===== src/rtl/ctrl_pkg.sv =====
// Shared opcode constants, FSM states and EX-stage control encodings for
// the decode/control pipeline.
package ctrl_pkg;

    localparam logic [6:0] OPC_LUI    = 7'b0110111;
    localparam logic [6:0] OPC_AUIPC  = 7'b0010111;
    localparam logic [6:0] OPC_JAL    = 7'b1101111;
    localparam logic [6:0] OPC_JALR   = 7'b1100111;
    localparam logic [6:0] OPC_BRANCH = 7'b1100011;
    localparam logic [6:0] OPC_LOAD   = 7'b0000011;
    localparam logic [6:0] OPC_STORE  = 7'b0100011;
    localparam logic [6:0] OPC_OPIMM  = 7'b0010011;
    localparam logic [6:0] OPC_OP     = 7'b0110011;

    // funct7 value that selects the multiply/divide group within OPC_OP
    localparam logic [6:0] F7_MEXT    = 7'b0000001;

    typedef enum logic [1:0] {
        ST_IDLE    = 2'd0,
        ST_MD_RUN  = 2'd1,
        ST_MD_DONE = 2'd2
    } md_state_t;

    localparam logic [2:0] BR_NONE = 3'd0;
    localparam logic [2:0] BR_BEQ  = 3'd1;
    localparam logic [2:0] BR_BNE  = 3'd2;
    localparam logic [2:0] BR_BLT  = 3'd3;
    localparam logic [2:0] BR_BGE  = 3'd4;

    localparam logic [1:0] JMP_NONE = 2'd0;
    localparam logic [1:0] JMP_JAL  = 2'd1;
    localparam logic [1:0] JMP_JALR = 2'd2;

    localparam logic [1:0] RSLT_ALU   = 2'd0;
    localparam logic [1:0] RSLT_LOAD  = 2'd1;
    localparam logic [1:0] RSLT_JAL   = 2'd2;
    localparam logic [1:0] RSLT_UPPER = 2'd3;

    localparam logic [1:0] IMM_I = 2'b00;
    localparam logic [1:0] IMM_U = 2'b01;
    localparam logic [1:0] IMM_B = 2'b10;
    localparam logic [1:0] IMM_J = 2'b11;

    localparam logic [4:0] ALU_ADD    = 5'b00000;
    localparam logic [4:0] ALU_BRANCH = 5'b00001;

    typedef struct packed {
        logic [1:0] jump;
        logic [2:0] branch;
        logic [1:0] rslt;
        logic       mem_wrt;
        logic       alu_src;
        logic [1:0] imm_src;
        logic       reg_wrt;
        logic [4:0] alu_ctrl;
    } ex_ctrl_t;

    // Integer ALU code: funct3 plus an optional modifier bit in the LSB
    function automatic logic [4:0] alu_code(input logic [2:0] f3, input logic f7b5);
        return {1'b0, f3, f7b5};
    endfunction

    // Multiply/divide code: MSB set marks the multi-cycle unit
    function automatic logic [4:0] md_code(input logic [2:0] f3);
        return {2'b10, f3};
    endfunction

endpackage


===== src/rtl/ctrl_decode.sv =====
// Purely combinational instruction decode: EX control word, multi-cycle
// classification, illegal detection and which source registers are read.
module ctrl_decode
    import ctrl_pkg::*;
#(
    parameter int M_EXT = 1
) (
    input  logic [6:0] i_op,
    input  logic [2:0] i_f3,
    input  logic [6:0] i_f7,
    output ex_ctrl_t   o_ctrl,
    output logic       o_md,
    output logic       o_div,
    output logic       o_illegal,
    output logic       o_use_rs1,
    output logic       o_use_rs2
);

    localparam logic M_ON = (M_EXT != 0);

    // Opcode-driven decode; unknown opcodes fall through to illegal
    always_comb begin
        o_ctrl    = '0;
        o_md      = 1'b0;
        o_div     = 1'b0;
        o_illegal = 1'b0;
        o_use_rs1 = 1'b0;
        o_use_rs2 = 1'b0;
        case (i_op)
            OPC_OP: begin
                if (i_f7 == F7_MEXT) begin
                    if (M_ON) begin
                        o_use_rs1       = 1'b1;
                        o_use_rs2       = 1'b1;
                        o_ctrl.reg_wrt  = 1'b1;
                        o_ctrl.alu_ctrl = md_code(i_f3);
                        o_md            = 1'b1;
                        o_div           = i_f3[2];
                    end else begin
                        o_illegal = 1'b1;
                    end
                end else begin
                    o_use_rs1       = 1'b1;
                    o_use_rs2       = 1'b1;
                    o_ctrl.reg_wrt  = 1'b1;
                    o_ctrl.alu_ctrl = alu_code(i_f3, i_f7[5]);
                end
            end
            OPC_OPIMM: begin
                o_use_rs1       = 1'b1;
                o_ctrl.alu_src  = 1'b1;
                o_ctrl.reg_wrt  = 1'b1;
                // only the shift-right group uses funct7[5] (logical vs arithmetic)
                o_ctrl.alu_ctrl = alu_code(i_f3, (i_f3 == 3'd5) ? i_f7[5] : 1'b0);
            end
            OPC_LOAD: begin
                o_use_rs1       = 1'b1;
                o_ctrl.alu_src  = 1'b1;
                o_ctrl.reg_wrt  = 1'b1;
                o_ctrl.rslt     = RSLT_LOAD;
                o_ctrl.alu_ctrl = ALU_ADD;
            end
            OPC_STORE: begin
                o_use_rs1       = 1'b1;
                o_use_rs2       = 1'b1;
                o_ctrl.alu_src  = 1'b1;
                o_ctrl.mem_wrt  = 1'b1;
                o_ctrl.alu_ctrl = alu_code(i_f3, 1'b0);
            end
            OPC_BRANCH: begin
                o_use_rs1       = 1'b1;
                o_use_rs2       = 1'b1;
                o_ctrl.imm_src  = IMM_B;
                o_ctrl.alu_ctrl = ALU_BRANCH;
                case (i_f3)
                    3'b000:        o_ctrl.branch = BR_BEQ;
                    3'b001:        o_ctrl.branch = BR_BNE;
                    3'b100, 3'b110: o_ctrl.branch = BR_BLT;
                    3'b101, 3'b111: o_ctrl.branch = BR_BGE;
                    default:       o_ctrl.branch = BR_NONE;
                endcase
            end
            OPC_JAL: begin
                o_ctrl.jump     = JMP_JAL;
                o_ctrl.rslt     = RSLT_JAL;
                o_ctrl.imm_src  = IMM_J;
                o_ctrl.reg_wrt  = 1'b1;
                o_ctrl.alu_ctrl = alu_code(i_f3, 1'b0);
            end
            OPC_JALR: begin
                o_use_rs1       = 1'b1;
                o_ctrl.jump     = JMP_JALR;
                o_ctrl.alu_src  = 1'b1;
                o_ctrl.reg_wrt  = 1'b1;
                o_ctrl.alu_ctrl = ALU_ADD;
            end
            OPC_LUI, OPC_AUIPC: begin
                o_ctrl.rslt     = RSLT_UPPER;
                o_ctrl.imm_src  = IMM_U;
                o_ctrl.reg_wrt  = 1'b1;
                o_ctrl.alu_ctrl = alu_code(i_f3, 1'b0);
            end
            default: begin
                o_illegal = 1'b1;
            end
        endcase
    end

endmodule


===== src/rtl/ctrl_pipe_unit.sv =====
// ID->EX control pipeline register with load-use hazard detection and a
// small FSM that sequences multi-cycle multiply/divide operations.
module ctrl_pipe_unit
    import ctrl_pkg::*;
#(
    parameter int M_EXT   = 1,
    parameter int MUL_LAT = 4,
    parameter int DIV_LAT = 32
) (
    input  logic       CLK_i,
    input  logic       RST_i,
    input  logic       INSTR_VLD_i,
    input  logic [6:0] OP_CD_i,
    input  logic [2:0] FUNCT3_i,
    input  logic [6:0] FUNCT7_i,
    input  logic [4:0] RS1_i,
    input  logic [4:0] RS2_i,
    input  logic [4:0] RD_i,
    input  logic       STALL_i,
    input  logic       FLUSH_i,
    output logic [1:0] JUMP_o,
    output logic [2:0] BRANCH_o,
    output logic [1:0] RSLT_o,
    output logic       MEM_WRT_o,
    output logic       ALU_SRC_o,
    output logic [1:0] IMM_SRC_o,
    output logic       REG_WRT_o,
    output logic [4:0] ALU_CTRL_o,
    output logic       EX_VLD_o,
    output logic [4:0] EX_RD_o,
    output logic       ID_STALL_o,
    output logic       MD_BUSY_o,
    output logic       ILLEGAL_o
);

    // Counter preload values: the counter runs lat-1 down to 0 inclusive
    localparam logic [5:0] MUL_CNT = 6'(MUL_LAT - 1);
    localparam logic [5:0] DIV_CNT = 6'(DIV_LAT - 1);

    ex_ctrl_t  w_ctrl;
    logic      w_md;
    logic      w_div;
    logic      w_illegal;
    logic      w_use_rs1;
    logic      w_use_rs2;
    logic      w_hazard;

    ex_ctrl_t  r_ex_p1;
    logic      r_vld_p1;
    logic [4:0] r_rd_p1;
    logic      r_illegal;
    md_state_t r_state;
    logic [5:0] r_cnt;

    ctrl_decode #(
        .M_EXT(M_EXT)
    ) u_decode (
        .i_op      (OP_CD_i),
        .i_f3      (FUNCT3_i),
        .i_f7      (FUNCT7_i),
        .o_ctrl    (w_ctrl),
        .o_md      (w_md),
        .o_div     (w_div),
        .o_illegal (w_illegal),
        .o_use_rs1 (w_use_rs1),
        .o_use_rs2 (w_use_rs2)
    );

    // Load-use: the load in EX cannot forward to a source read in ID
    always_comb begin
        w_hazard = r_vld_p1 && (r_ex_p1.rslt == RSLT_LOAD) && (r_rd_p1 != 5'd0) &&
                   INSTR_VLD_i &&
                   ((w_use_rs1 && (RS1_i == r_rd_p1)) ||
                    (w_use_rs2 && (RS2_i == r_rd_p1)));
    end

    assign ID_STALL_o = STALL_i || (r_state != ST_IDLE) || w_hazard;
    assign MD_BUSY_o  = (r_state == ST_MD_RUN);

    assign JUMP_o     = r_ex_p1.jump;
    assign BRANCH_o   = r_ex_p1.branch;
    assign RSLT_o     = r_ex_p1.rslt;
    assign MEM_WRT_o  = r_ex_p1.mem_wrt;
    assign ALU_SRC_o  = r_ex_p1.alu_src;
    assign IMM_SRC_o  = r_ex_p1.imm_src;
    assign REG_WRT_o  = r_ex_p1.reg_wrt;
    assign ALU_CTRL_o = r_ex_p1.alu_ctrl;
    assign EX_VLD_o   = r_vld_p1;
    assign EX_RD_o    = r_rd_p1;
    assign ILLEGAL_o  = r_illegal;

    // EX register, illegal flag, MD FSM and counter in priority order
    always_ff @(posedge CLK_i or posedge RST_i) begin
        if (RST_i) begin
            r_ex_p1   <= '0;
            r_vld_p1  <= 1'b0;
            r_rd_p1   <= 5'd0;
            r_illegal <= 1'b0;
            r_state   <= ST_IDLE;
            r_cnt     <= 6'd0;
        end else if (FLUSH_i) begin
            r_ex_p1   <= '0;
            r_vld_p1  <= 1'b0;
            r_rd_p1   <= 5'd0;
            r_illegal <= 1'b0;
            r_state   <= ST_IDLE;
            r_cnt     <= 6'd0;
        end else if (STALL_i) begin
            // EX contents, FSM and counter hold; the illegal flag stays a pulse
            r_illegal <= 1'b0;
        end else begin
            r_illegal <= 1'b0;
            case (r_state)
                ST_MD_RUN: begin
                    // EX holds the M op invisibly until the result is ready
                    if (r_cnt == 6'd0) begin
                        r_state  <= ST_MD_DONE;
                        r_vld_p1 <= 1'b1;
                    end else begin
                        r_cnt <= r_cnt - 6'd1;
                    end
                end
                ST_MD_DONE: begin
                    // ID was held this cycle, so nothing new enters EX
                    r_ex_p1  <= '0;
                    r_vld_p1 <= 1'b0;
                    r_rd_p1  <= 5'd0;
                    r_state  <= ST_IDLE;
                end
                default: begin
                    if (!INSTR_VLD_i || w_hazard || w_illegal) begin
                        r_ex_p1   <= '0;
                        r_vld_p1  <= 1'b0;
                        r_rd_p1   <= 5'd0;
                        r_illegal <= INSTR_VLD_i && !w_hazard && w_illegal;
                    end else begin
                        r_ex_p1 <= w_ctrl;
                        r_rd_p1 <= RD_i;
                        if (w_md) begin
                            r_vld_p1 <= 1'b0;
                            r_state  <= ST_MD_RUN;
                            r_cnt    <= w_div ? DIV_CNT : MUL_CNT;
                        end else begin
                            r_vld_p1 <= 1'b1;
                        end
                    end
                end
            endcase
        end
    end

endmodule

===== config.mk =====
export PLATFORM = sky130hd
export DESIGN_NAME = ctrl_pipe_unit
export DESIGN_NICKNAME = d
export VERILOG_FILES = /design/src/rtl/ctrl_pkg.sv /design/src/rtl/ctrl_decode.sv /design/src/rtl/ctrl_pipe_unit.sv
export SDC_FILE = /design/constraint.sdc
export NUM_CORES = 1
export LEC_CHECK = 0
export CORE_ASPECT_RATIO = 0.9
export CORE_MARGIN = 5
export CORE_UTILIZATION = 39
export CTS_CLUSTER_SIZE = 16
export DETAILED_ROUTE_END_ITERATION = 8
export GPL_ROUTABILITY_DRIVEN = 0
export GPL_TIMING_DRIVEN = 0
export HOLD_SLACK_MARGIN = 0.05
export MAX_ROUTING_LAYER = met4
export PLACE_DENSITY_LB_ADDON = 0.05
export SETUP_SLACK_MARGIN = 0.4
export SYNTH_ARGS = -nofsm -noshare
export SYNTH_HDL_FRONTEND = slang
export SYNTH_SLANG_ARGS = --single-unit

===== constraint.sdc =====
create_clock -name CLK_i -period 4.9 [get_ports CLK_i]
set_input_delay 0.735 -clock CLK_i [delete_from_list [all_inputs] [get_ports CLK_i]]
set_output_delay 0.735 -clock CLK_i [all_outputs]
set_load 0.03 [all_outputs]

# Word-level counts from Yosys, hierarchy flattened
# Cells that the tools add are included.
# totals
reg_bits	32
# op_classes
n_addsub	1
n_eq_ne	27
mux	49
n_reduce_logical	35
# ops
cell	count
$mux 17	3
$pmux 17 s2	1
$mux 6	5
$mux 5	5
$eq 7x6->1 const B	3
$eq 7x7->1 const B	3
$pmux 5 s4	1
$mux 1	19
$eq 7x5->1 const B	2
$eq 3x3->1 const B	4
$pmux 2 s3	2
$pmux 3 s4	1
$pmux 6 s2	1
$reduce_or 6->1	2
$eq 5x5->1	2
$mux 2	5
$pmux 5 s2	1
$reduce_or 9->1	1
$logic_and 1x1->1	8
$pmux 2 s2	2
$reduce_or 2->1	4
$reduce_or 4->1	2
$eq 7x1->1 const B	1
$eq 7x2->1 const B	1
other kinds (23)	33

# Longest topological paths before layout
# Gate-level depths: netlist of run 1.
# logic_depth
depth_word	13
depth_mapped	8
depth_no_buf	8

# By module
# A second synthesis of run 1 with hierarchy kept.
# hier_totals
cells_unflattened	225
area_unflattened_um2	2062.0
# by_module_without_submodules
mod	n_inst	cells_each	area_per_inst_um2
ctrl_pipe_unit	1	153	1655.3
ctrl_decode	1	72	406.6

# Least setup slack after synthesis of run 1
# OpenSTA, ideal clock, no wires.
# synth_timing
path_kind	input to output
start	input OP_CD_i[3]
end	output ID_STALL_o
arrival_ns	2.038
slack_ns	2.127
stages	6
n_path_buf	1
path_cell_list	buf_6 and4bb_4 nand2_2 a2111oi_4 o21ai_2 nand3b_1
# synth_via
elab_chain_cells	7
# synth_lines
element	line	source
from (decl)	ctrl_pipe_unit.sv:13	input logic [6:0] OP_CD_i,
$eq 7x6->1 (tied with other cells)	ctrl_decode.sv:29	case (i_op)
$reduce_or 6->1 (no line) / $reduce_or 3->1 (equally long branches)	--	
$mux 1	--	
$logic_and 1x1->1 (on tied branches)	ctrl_pipe_unit.sv:73, ctrl_pipe_unit.sv:74	
$logic_or 1x1->1 *	ctrl_pipe_unit.sv:73	((w_use_rs1 && (RS1_i == r_rd_p1)) ||
$logic_and 1x1->1 *	ctrl_pipe_unit.sv:72	INSTR_VLD_i &&
$logic_or 1x1->1 *	ctrl_pipe_unit.sv:77	assign ID_STALL_o = STALL_i || (r_state != ST_IDLE) || w_hazard;
to (decl)	ctrl_pipe_unit.sv:31	output logic ID_STALL_o,
# Mark *: on every way between the ends. The rest lies on a longest branch, timed or not.

# Worst setup path in the final report of run 1
# layout_timing
start	input OP_CD_i[5]
end	output ID_STALL_o
# The elaborated chain is that of the path after synthesis.

==> flow_summary.json, run 1 <==
{
  "postLayoutCoreUtil_pct": 55.6,
  "fmax_ghz": 0.257,
  "p_leak_uw": 0.00118,
  "power_density_nw_per_um2": 296,
  "first_pass_iters": 4,
  "combPwrFrac_pct": 35.8,
  "chipWidth_microns": 88.2,
  "yosys-top-cells-area": "dfrtp_1 (37%), a22o_1 (5.7%), nand2_1 (3.8%)",
  "grtUsageMet1_pct": 24.4,
  "worstSkewPairLatency_ns": 0.29,
  "dieArea_sq_um": 7090,
  "layout_common_cells": "clkdlybuf4s50_1 (60), dfrtp_1 (32), nand2_1 (22)",
  "postCtsHoldBufs": 0,
  "area_growth_pct": 36.9,
  "grt_max_degree": 33,
  "pwr-share-seq_pct": 35.4,
  "power_uw": 869,
  "wire_per_inst_microns": 16.2,
  "max-slew-margin-rel_pct": 54.1,
  "drc": 0,
  "swShare_pct": 35.0,
  "grt.busiest_layer": "met2",
  "yosys.area.top_type": "dfrtp_1",
  "switchingPower_uw": 304,
  "synth_ff_type": "dfrtp_1",
  "antenna_cells": 0,
  "clk_pin_slew_ns": 0.07,
  "grt_pass1_wl_microns": 9530,
  "syn_inst": 226,
  "fin_skew_ns": 0.0109,
  "postCtsSetupRepairBufs": 0,
  "final_common_cell": "clkdlybuf4s50_1",
  "cts_tree": "done",
  "timing.final.crit_share_pct": 79.5,
  "grt_overflow": 0,
  "drt_iter0_drc": 71,
  "cp_max_fo": 10,
  "fin_nets": 336,
  "synth_cell_types": 55,
  "antenna_found_initial": 0,
  "grt_pass1_vias": 1907,
  "p_clk_share_pct": 28.9,
  "use_met2_pct": 26.4,
  "synth_top_area_share_pct": 37.3,
  "gr-usage-met3_pct": 4.00,
  "syn_nets": 269,
  "ant_nets": 0,
  "min_path_type": "flop to flop",
  "cp.required_ns": 4.16,
  "worst_slew_pin_slew_ns": 0.688,
  "dp_slack_ns": 1.04,
  "status": "finished, final reports clean",
  "initial_core_util_pct": 40.6,
  "clkSinkCount": 32,
  "drive_gt1_share_pct": 9.18,
  "wirelength_microns": 5850,
  "cts-root-buf": "clkbuf_8",
  "clockBufferDepth": 2,
  "boundaryPins": 63,
  "setup.worst_path.class": "primary input to output port",
  "maxSlewViolCount": 0,
  "die_y_microns": 80.4,
  "vdd_drop_max_uv": 226,
  "htreeDepth": 2,
  "post-place-cells": 353,
  "stdcell_count": 361,
  "critPathCaptureType": "output port",
  "rsz0062_at_grt": "no",
  "start_kind": "primary input",
  "hold_violations": 0,
  "coreArea_sq_um": 5290,
  "viasPerCell": 5.40,
  "cts_resized": 0,
  "finalCriticalPeriod_ns": 3.90,
  "vias": 1951,
  "async_reset_ff_share_pct": 100,
  "rows": 25,
  "synth_warnings": 0,
  "cp.arrival_ns": 3.16,
  "synthesis.area_sq_um": 2150,
  "tns_ns": 0,
  "synth_seq_cells": 32,
  "synth_area_per_cell_sq_um": 9.50,
  "cts_inserted_buffers": 5,
  "synth-seq-area-share_pct": 37.3,
  "track_usage_pct": 17.7,
  "power.internal_uw": 565,
  "synth_edf_count": 0,
  "port_buffers": 60,
  "hpwl_microns": 4580,
  "finalSetupViolCount": 0,
  "worst_slack_ns": 1.00,
  "maxCapViolCount": 0
}
## critical path, cell delays in order
cell,delay (ns)
clkdlybuf4s50_1,0.47
clkbuf_1,0.39
nand3b_1,0.23
o21ai_0,0.14
and4_1,0.25
o21ai_2,0.12
nand3b_1,0.14
clkdlybuf4s50_1,0.68
## kinds of logic (layout without fill, tap and decap cells)
family / Yosys count / in the layout / share of synthesized area, %
fa+ha+maj: 6 / 6 / 3.50
mux: 6 / 6 / 2.97
flops: 32 / 32 / 37.3
buf+inv: 19 / 87 / 3.79
xor+xnor: 10 / 10 / 4.08
compound gates: 65 / 65 / 24.2
simple gates: 88 / 88 / 24.1
## routing by layer
layer / vias up / routed length (microns)
li1: 976 / -
met1: 917 / 2860
met2: 53 / 2600
met3: 5 / 358
met4: 0 / 40
met5: - / 0
## cell type report
| cell class | instances | area [sq um] |
|---|---|---|
| flip-flops and latches | 32 | 801 |
| multi-input cells | 175 | 1260 |
| well taps | 67 | 83.8 |
| plain buffers | 10 | 47.5 |
| repair buffers | 60 | 601 |
| inverters | 9 | 33.8 |
| clock inverters | 2 | 35.0 |
| clock buffers | 6 | 72.6 |
| fillers | 495 | 2350 |
## stage by stage
| step | hold slack (ns) | area, sq um |
|---|---|---|
| 5_1_grt | 0.492 | 2940 |
| 2_1_floorplan | 0.503 | 2150 |
| 3_3_place_gp | 0.463 | 2830 |
| 6_report | 0.475 | 2940 |
| 4_1_cts | 0.486 | 2940 |
| 3_5_place_dp | 0.464 | 2830 |
## power groups by stage
stage	clock (uW)	sequential, uW	combinational (uW)
finish	251	307	311
global route	270	311	345
CTS	255	308	312
detailed placement	0	312	310
global placement	0	312	308
floorplan	0	315	201
## Yosys cell counts, types with 2 or more instances
master     instances
and3b_1            2
nand3_1            9
o31ai_1            2
a21o_1             2
ha_1               6
mux2_2             3
o21bai_1           2
o41ai_1            2
a2111oi_4          2
nand2_1           22
clkbuf_1           7
o32ai_1            2
a21oi_1           10
a31oi_1            4
nor4_1             2
a22o_1            14
mux2i_1            3
xor2_1             3
nor3b_1            4
inv_1              9
buf_2              2
nor2_1            18
nand3b_1           5
nand4_1            2
nor3_1             7
dfrtp_1           32
xnor2_1            7
o21ai_0           14
nand2b_1           3
## flip-flops by register name, summed over array words and instances (netlist names)
signal      count
EX_RD_o         5
ALU_SRC_o       1
JUMP_o          2
MEM_WRT_o       1
RSLT_o          2
BRANCH_o        3
ALU_CTRL_o      5
EX_VLD_o        1
r_state         2
r_cnt           6
ILLEGAL_o       1
REG_WRT_o       1
IMM_SRC_o       2
## path summary, 6_finish.rpt
| check | start | slack (ns) | end | depth (start not counted) |
|---|---|---|---|---|
| max in group asynchronous | RST_i | 3.58 | RSLT_o[1]$_DFFE_PP0P_ | 2 |
| min reg2reg | ALU_SRC_o$_DFFE_PP0P_ | 0.48 | ALU_SRC_o$_DFFE_PP0P_ | 2 |
| min in group asynchronous | RST_i | 0.87 | r_state[0]$_DFFE_PP0P_ | 2 |
| max reg2reg | r_state[1]$_DFFE_PP0P_ | 2.60 | r_state[0]$_DFFE_PP0P_ | 7 |
| min | ALU_SRC_o$_DFFE_PP0P_ | 0.48 | ALU_SRC_o$_DFFE_PP0P_ | 2 |
| max | OP_CD_i[5] | 1.00 | ID_STALL_o | 8 |
(Power assumes the default switching activity.)
==> run 2, diff against run 1 <==
==> constraint.sdc (replaced) <==
create_clock -name CLK_i -period 3.8 [get_ports CLK_i]
set_input_delay 0.57 -clock CLK_i [delete_from_list [all_inputs] [get_ports CLK_i]]
set_output_delay 0.57 -clock CLK_i [all_outputs]
set_load 0.03 [all_outputs]
==> run 2 against run 1 <==
- die area unchanged
- critical path type unchanged
- register-to-register slack worse by 1.1 ns
- global-route usage did not move
- final cell count unchanged
- wire length rose by 0.10%
- non-clock buffer count is the same
- clock power is 29% higher
==> flow_summary.json, run 2 (same netlist as run 1, synthesis figures left out) <==
{
  "grt_max_degree": 33,
  "finalCriticalPeriod_ns": 3.13,
  "cp_max_fo": 5,
  "power_density_nw_per_um2": 380,
  "port_buffers": 60,
  "tns_ns": 0,
  "reg2reg_depth": 7,
  "chipWidth_microns": 88.2,
  "cts_resized": 2,
  "area_growth_pct": 36.9,
  "p_leak_uw": 0.00118,
  "clkSinkCount": 32,
  "die_y_microns": 80.4,
  "fin_skew_ns": 0.0110,
  "post-place-cells": 353,
  "reg2reg_from": "r_state[1]$_DFFE_PP0P_",
  "crit_slowest_cell": "clkdlybuf4s50_1",
  "wire_per_inst_microns": 16.2,
  "largest_register_ffs": 6,
  "clockBufferDepth": 2,
  "wirelength_microns": 5860,
  "viasPerCell": 5.41,
  "cts-root-buf": "clkbuf_8",
  "maxSlewViolCount": 0,
  "timing.final.crit_share_pct": 82.5,
  "vias": 1952,
  "layout_common_cells": "clkdlybuf4s50_1 (59), dfrtp_1 (32), nand2_1 (22)",
  "drt_iter0_drc": 71,
  "worst_slew_pin_slew_ns": 0.686,
  "final_common_cell": "clkdlybuf4s50_1",
  "grt_overflow": 0,
  "finalSetupViolCount": 0,
  "ant_nets": 0,
  "max_stage_delay_ns": 0.48,
  "cp.buffers_inverters": 2,
  "start_kind": "primary input",
  "r2r_end": "r_state[0]$_DFFE_PP0P_",
  "cp.arrival_ns": 2.56,
  "hp-start": "ALU_SRC_o$_DFFE_PP0P_",
  "postCtsHoldBufs": 0,
  "rows": 25,
  "antenna_found_initial": 0,
  "boundaryPins": 63,
  "postLayoutCoreUtil_pct": 55.6,
  "drive_gt1_share_pct": 9.52,
  "status": "finished, final reports clean",
  "vdd_drop_max_uv": 291,
  "stdcell_count": 361,
  "min_path_type": "flop to flop",
  "grt_pass1_wl_microns": 9530,
  "coreArea_sq_um": 5290,
  "max-slew-margin-rel_pct": 54.2,
  "hold-path-endpoint": "ALU_SRC_o$_DFFE_PP0P_",
  "track_usage_pct": 17.7,
  "antenna_cells": 0,
  "first_pass_iters": 4,
  "grt_pass1_vias": 1907,
  "htreeDepth": 2,
  "clk_pin_slew_ns": 0.07,
  "hpwl_microns": 4580,
  "top_register": "r_cnt",
  "postCtsSetupRepairBufs": 0,
  "critPathCaptureType": "output port",
  "min_path_cells": 2,
  "r2r_setup_slack_ns": 1.50,
  "hold_violations": 0,
  "cp.required_ns": 3.23,
  "fin_nets": 336,
  "fill_cells": 495,
  "drc": 0,
  "setup.worst_path.class": "primary input to output port",
  "crit_family": "buffers and inverters",
  "cts_inserted_buffers": 5,
  "initial_core_util_pct": 40.6,
  "worstSkewPairLatency_ns": 0.28,
  "fmax_ghz": 0.319,
  "cts_tree": "done",
  "path_cells": "clkdlybuf4s50_1 > and4bb_4 > nand2_2 > a2111oi_4 > o21ai_2 > nand3b_1 > dlygate4sd2_1",
  "dieArea_sq_um": 7090,
  "rsz0062_at_grt": "no",
  "maxCapViolCount": 0
}
## run 2: changes by cell type in the layout (fill, tap and decap cells not counted)
cell             before  now
dlygate4sd2_1         0    1
clkdlybuf4s50_1      60   59
clkbuf_1              8    7
clkbuf_2              0    1
## run 2: per-stage QoR
stage	power (uW)	cell area (sq um)	hold slack, ns	setup WS, ns
floorplan	666	2150	0.503	1.36
global placement	799	2830	0.463	0.265
detailed placement	803	2830	0.464	0.268
CTS	1130	2940	0.486	0.661
global route	1190	2940	0.492	0.575
finish	1120	2940	0.476	0.666
## run 2: power breakdown
group / switching (uW) / total [uW] / internal (uW)
registers: 25.6 / 396 / 371
clock network: 129 / 323 / 195
logic: 238 / 398 / 160
total: 392 / 1120 / 726
## run 2: worst max-delay path by stage
stage / start / cells past startpoint / to
floorplan: OP_CD_i[3] / 6 / ID_STALL_o
CTS: OP_CD_i[2] / 7 / ID_STALL_o
finish: OP_CD_i[2] / 7 / ID_STALL_o
global placement: OP_CD_i[5] / 8 / ID_STALL_o
detailed placement: OP_CD_i[5] / 8 / ID_STALL_o
global route: OP_CD_i[2] / 7 / ID_STALL_o
## run 2: worst register-to-register path, cell delays in order (launching register included)
cell and delay [ns]:
dfrtp_1 0.38, inv_1 0.13, ha_1 0.34, nor2_1 0.09
nor2_1 0.30, o21ai_0 0.28, a41oi_2 0.32, mux2_2 0.36
## run 2: final cells by class
cell class                 instances  area [sq um]  share of cell area (%)
timing repair buffer              60           599                    20.4
sequential                        32           801                    27.2
inverter                           9          33.8                    1.15
multi-input combinational        175          1260                    43.0
clock inverter                     2          35.0                    1.19
buffer                            10          48.8                    1.66
clock buffer                       6          72.6                    2.47
tap                               67          83.8                    2.85
## run 2: layer usage
metal,track usage (%),wire (microns)
met1,24.4,2880
met4,4.08,34
met2,26.4,2590
met3,4.00,360
met5,-,0
